===== src/rtl/cpu15_pkg.sv =====
// ---------------------------------------------------------------------------
// cpu15_pkg
// Shared definitions for the 15-bit CPU program path: instruction width,
// program-memory address width and the state encoding of the program loader.
// ---------------------------------------------------------------------------
package cpu15_pkg;

    localparam int INSN_W  = 15;            // instruction word width
    localparam int PADDR_W = 8;             // program-memory address width
    localparam int HI_W    = INSN_W - 8;    // bits carried by the high byte

    // Loader session states. BUSY covers HI, LO and WR.
    typedef enum logic [2:0] {
        S_IDLE = 3'd0,
        S_HI   = 3'd1,
        S_LO   = 3'd2,
        S_WR   = 3'd3,
        S_DONE = 3'd4,
        S_ERR  = 3'd5
    } ld_state_t;

endpackage : cpu15_pkg


===== src/rtl/prog_loader.sv =====
// ---------------------------------------------------------------------------
// prog_loader
// Loads a block of 15-bit instruction words into program memory from a host
// byte stream. Each word arrives as two bytes: a high byte (bit 7 must be 0,
// bits 6:0 become word bits 14:8) followed by a low byte (word bits 7:0).
// The word is written one cycle after its low byte transfers, and the address
// advances modulo 256.
//
// Ports
//   CLK_LD      in   sole clock, rising edge
//   RESET       in   synchronous active-high reset
//   LD_START    in   one-cycle pulse, starts a session from IDLE/DONE/ERR
//   LD_BASE     in   first write address, sampled with LD_START
//   LD_LEN      in   word count (0..255), sampled with LD_START
//   LD_DATA     in   host byte
//   LD_VALID    in   LD_DATA valid this cycle
//   LD_READY    out  loader accepts a byte this cycle (HI and LO only)
//   PRAM_WE     out  program-memory write strobe, one cycle per word
//   PRAM_ADDR   out  write address (holds last value outside WR)
//   PRAM_WDATA  out  write data    (holds last value outside WR)
//   LD_BUSY     out  session in progress
//   LD_DONE     out  last session completed
//   LD_ERR      out  last session aborted on a framing error
// ---------------------------------------------------------------------------
module prog_loader
    import cpu15_pkg::*;
(
    input  logic               CLK_LD,
    input  logic               RESET,
    input  logic               LD_START,
    input  logic [PADDR_W-1:0] LD_BASE,
    input  logic [7:0]         LD_LEN,
    input  logic [7:0]         LD_DATA,
    input  logic               LD_VALID,
    output logic               LD_READY,
    output logic               PRAM_WE,
    output logic [PADDR_W-1:0] PRAM_ADDR,
    output logic [INSN_W-1:0]  PRAM_WDATA,
    output logic               LD_BUSY,
    output logic               LD_DONE,
    output logic               LD_ERR
);

    ld_state_t          state_q, state_d;
    logic [PADDR_W-1:0] addr_q;         // address of the word being assembled
    logic [7:0]         count_q;        // words still to be written
    logic [HI_W-1:0]    hi_q;           // high part of the word in flight
    logic [PADDR_W-1:0] pram_addr_q;    // presented address, held between writes
    logic [INSN_W-1:0]  pram_wdata_q;   // presented data, held between writes

    // ------------------------------------------------------------------
    // Next-state and outputs
    // ------------------------------------------------------------------
    always_comb begin
        // NOTE: every signal gets a default before the case so no path
        // leaves one unassigned and infers a latch.
        state_d  = state_q;
        LD_READY = 1'b0;
        PRAM_WE  = 1'b0;
        LD_BUSY  = 1'b0;
        LD_DONE  = 1'b0;
        LD_ERR   = 1'b0;

        unique case (state_q)
            S_IDLE, S_DONE, S_ERR: begin
                LD_DONE = (state_q == S_DONE);
                LD_ERR  = (state_q == S_ERR);
                // A zero-length session completes without touching memory.
                if (LD_START)
                    state_d = (LD_LEN == 8'd0) ? S_DONE : S_HI;
            end
            S_HI: begin
                LD_READY = 1'b1;
                LD_BUSY  = 1'b1;
                // A set bit 7 in the high byte is a framing error.
                if (LD_VALID)
                    state_d = LD_DATA[7] ? S_ERR : S_LO;
            end
            S_LO: begin
                LD_READY = 1'b1;
                LD_BUSY  = 1'b1;
                if (LD_VALID)
                    state_d = S_WR;
            end
            S_WR: begin
                PRAM_WE = 1'b1;
                LD_BUSY = 1'b1;
                // count_q still holds the pre-decrement value here.
                state_d = (count_q == 8'd1) ? S_DONE : S_HI;
            end
            default: state_d = S_IDLE;
        endcase
    end

    assign PRAM_ADDR  = pram_addr_q;
    assign PRAM_WDATA = pram_wdata_q;

    // ------------------------------------------------------------------
    // State and datapath registers
    // ------------------------------------------------------------------
    always_ff @(posedge CLK_LD) begin
        // NOTE: reset lives inside the clocked branch, so it is synchronous
        // and overrides any LD_START arriving on the same edge.
        if (RESET) begin
            // NOTE: non-blocking assignments throughout, so every register
            // sees the pre-edge value of every other one.
            state_q      <= S_IDLE;
            addr_q       <= '0;
            count_q      <= '0;
            hi_q         <= '0;
            pram_addr_q  <= '0;
            pram_wdata_q <= '0;
        end else begin
            state_q <= state_d;
            unique case (state_q)
                S_IDLE, S_DONE, S_ERR: begin
                    if (LD_START) begin
                        addr_q  <= LD_BASE;
                        count_q <= LD_LEN;
                    end
                end
                S_HI: begin
                    if (LD_VALID && !LD_DATA[7])
                        hi_q <= LD_DATA[HI_W-1:0];
                end
                S_LO: begin
                    // Load the presented address/data as the low byte lands,
                    // so both are valid throughout WR and then simply hold.
                    if (LD_VALID) begin
                        pram_addr_q  <= addr_q;
                        pram_wdata_q <= {hi_q, LD_DATA};
                    end
                end
                S_WR: begin
                    addr_q  <= addr_q + 8'd1;
                    count_q <= count_q - 8'd1;
                end
                default: ;
            endcase
        end
    end

endmodule : prog_loader


===== config.mk =====
export PLATFORM = sky130hd
export DESIGN_NAME = prog_loader
export DESIGN_NICKNAME = d
export VERILOG_FILES = /design/src/rtl/cpu15_pkg.sv /design/src/rtl/prog_loader.sv
export SDC_FILE = /design/constraint.sdc
export NUM_CORES = 1
export LEC_CHECK = 0
export BUFFER_PORTS_ARGS = -buffer_cell sky130_fd_sc_hd__buf_4
export CAP_MARGIN = 20
export CORE_MARGIN = 2
export CORE_UTILIZATION = 52
export DETAILED_ROUTE_END_ITERATION = 7
export PLACE_DENSITY_LB_ADDON = 0.05
export REMOVE_ABC_BUFFERS = 1
export SLEW_MARGIN = 20
export SYNTH_ARGS = -nofsm -noshare
export SYNTH_HDL_FRONTEND = slang
export SYNTH_SLANG_ARGS = --single-unit

===== constraint.sdc =====
create_clock -name CLK_LD -period 1.6 [get_ports CLK_LD]
set_input_delay 0.16 -clock CLK_LD [delete_from_list [all_inputs] [get_ports CLK_LD]]
set_output_delay 0.16 -clock CLK_LD [all_outputs]
set_load 0.05 [all_outputs]

==> impl_metrics.ini <==
[synth]
synth_area_leaders = dfxtp_1, nand2_1, a21oi_1
synth_cell_type_count = 40
synthDominantCellAreaShare_pct = 44.44
avgSynthCellArea_sq_um = 7.997
async_flop_share_pct = 0
synth_edf_count = 0
yosysWarnings = 0
synth_top_cell_by_area = dfxtp_1
syn_area_sq_um = 2207
synth.most_common_cell = nand2_1
synth_seq_cells = 49
synthTopCellsByCount = nand2_1, dfxtp_1, a21oi_1, nor2_1, o21ai_0
yosysSeqAreaShare_pct = 44.44
synth_ff_type = dfxtp_1
syn_inst = 276

[cts]
cts_root_buf = clkbuf_8
cts_tree = done
holdBufCountCts = 0
clock_path_buffers = 2
numCtsBuffers = 5
worstSkewPairLatency_ns = 0.31
cts_setup_buffers = 0
clk_pin_slew_ns = 0.09
clkSinkCount = 49
htree_levels = 2

[cells_and_area]
final_net_count = 374
syn_to_final_growth_pct = 30.78
drive_above_1_share_pct = 27.91
fin_cells = 394
fillers = 337
num_antenna_cells = 0

[job]
maxCapViolCount = 0

[sta]
tns_ns = 0
setup_viol = 0
maxSlewHeadroom_pct = 66.91
finalClockSkew_ns = 0.005008
min_period_over_period_pct = 97.28
fin_crit_ns = 1.556
drv_slew = 0
finalHoldViolCount = 0
max_freq_ghz = 0.6425
max_slew.worst_pin.slew_ns = 0.4952

[grt]
track_usage_pct = 21.51
grt_pass1_vias = 1894
grt_pass1_wl_mm = 8.521
grt_overflow_total = 0
antenna_found_initial = 0
grt_max_degree = 50

[detailed_routing]
drt_iter0_markers = 120
routed_wirelength_mm = 5.067
routed_via_density = 5.391
wl_met3_um = 268
vias = 2124
met1Wirelength_mm = 2.270
wl_per_cell_um = 12.86
top_layer_used = met4
drc = 0
routed-wl-met2_mm = 2.453
final_antenna_net_count = 0
first_pass_iters = 4

[critical_path]
endpoint_kind = output port
r2r_cells = 6
crit_path_max_fanout = 7
arrival_ns = 1.40
critPathKind = reg -> out
start_kind = flop
worstPathRequired_ns = 1.44

[min_path]
hold_class = in -> reg
min_path_cells = 3

[die]
start_util_pct = 54.78
die_w_um = 69.15
ios = 56
die_h_um = 69.15
rows = 23
core_area_sq_um = 4029
dieArea_sq_um = 4782

[run_status]
status = finished clean

[placed_design]
io_buffers = 55
dpl.cell_count = 386
gp_congestion = 0.8486
dpl.hpwl_mm = 3.686

[power]
ir_drop_v = 0.0006718
p_per_area_nw_per_um2 = 1012
p_leak_uw = 0.001171
[timing repair]
| item | in CTS | in global routing |
|---|---|---|
| resized for setup | 2 | 6 |
| cloned | 0 | 0 |
| setup endpoints to repair | 19 | 13 |
| pin swaps | 0 | 0 |
[routing by layer]
layer | up-vias | global-route usage [%]
met5 | - | 0
met4 | 0 | 6.318
met3 | 8 | 5.117
met2 | 61 | 36.11
met1 | 964 | 27.47
li1 | 1091 | -
[worst max-delay path, stage by stage, from the launching register on]
cell and delay, ns:
dfxtp_4 0.38, buf_4 0.16, nand2b_2 0.22, a21oi_2 0.13
buf_4 0.20
[metrics by stage]
step	worst slack [ns]	hold WS [ns]	area [sq um]	power, uW	utilization, %
final	0.04353	0.09358	2887	2920	71.65
after global routing	-0.008865	0.09413	2887	3071	71.65
after CTS	0.001576	0.08291	2872	2932	71.27
after detailed placement	-0.01620	0.4132	2775	2190	68.88
after global placement	0.003332	0.4051	2775	2184	68.88
after floorplan	-0.1912	0.2291	2145	1868	-
[state kept, by name, indices dropped and copies added (netlist names)]
signal      cells
addr_q          8
count_q         8
PRAM_ADDR       8
state_q         3
hi_q            7
PRAM_WDATA     15
[where the power goes]
part	switching [uW]	internal [uW]	total (uW)	leakage, uW
sequential	87.0	1300	1390	0.000400
clock	430	311	741	0.0000445
combinational	441	348	789	0.000727
[placed cells by master, fill, tap and decap left out, types with 2 or more instances in the layout]
| cell | synthesis | layout |
|---|---|---|
| nor2b_1 | 3 | 3 |
| a221oi_1 | 3 | 3 |
| mux2i_1 | 7 | 7 |
| nor4_1 | 4 | 4 |
| a31oi_1 | 5 | 5 |
| nand2b_1 | 3 | 2 |
| nand3_1 | 8 | 8 |
| o21ai_0 | 11 | 11 |
| and2_1 | 2 | 2 |
| nor3_1 | 7 | 7 |
| dfxtp_2 | 0 | 2 |
| dfxtp_1 | 49 | 46 |
| o211ai_1 | 2 | 2 |
| nand2_1 | 58 | 58 |
| nor2_1 | 28 | 28 |
| and3_1 | 3 | 3 |
| o22a_1 | 2 | 2 |
| a211oi_1 | 2 | 2 |
| ha_1 | 3 | 3 |
| inv_1 | 5 | 5 |
| clkbuf_8 | 0 | 5 |
| buf_4 | 0 | 72 |
| a21oi_1 | 40 | 39 |
[final cells by class]
cell class	instances	area [sq um]	area share, %
multi-input combinational	207	1150	39.84
inverter	6	25.02	0.8669
clock buffer	5	68.82	2.384
timing repair buffer	74	571.8	19.81
clock inverter	3	21.27	0.7369
sequential	49	987.2	34.20
tap	50	62.56	2.167
[worst paths after layout]
check	start	endpoint	slack, ns
setup / recovery	state_q[1]	LD_READY	0.04
setup reg to reg	state_q[1]	hi_q[2]	0.08
hold reg to reg	hi_q[0]	PRAM_WDATA[8]	0.45
hold / removal	LD_DATA[4]	hi_q[4]	0.09
[logic make-up (layout without fill, tap and decap cells)]
kind of cell	Yosys count	after routing	share of synthesized area, %
AO/OA/AOI/OAI	72	72	19.05
adder cells (fa/ha/maj)	3	3	1.701
AND/OR/NAND/NOR	124	124	27.15
multiplexers	8	8	3.685
buffers and inverters	20	88	3.969
flip-flops	49	49	44.44
No activity file was read; power rests on OpenSTA's default activity.
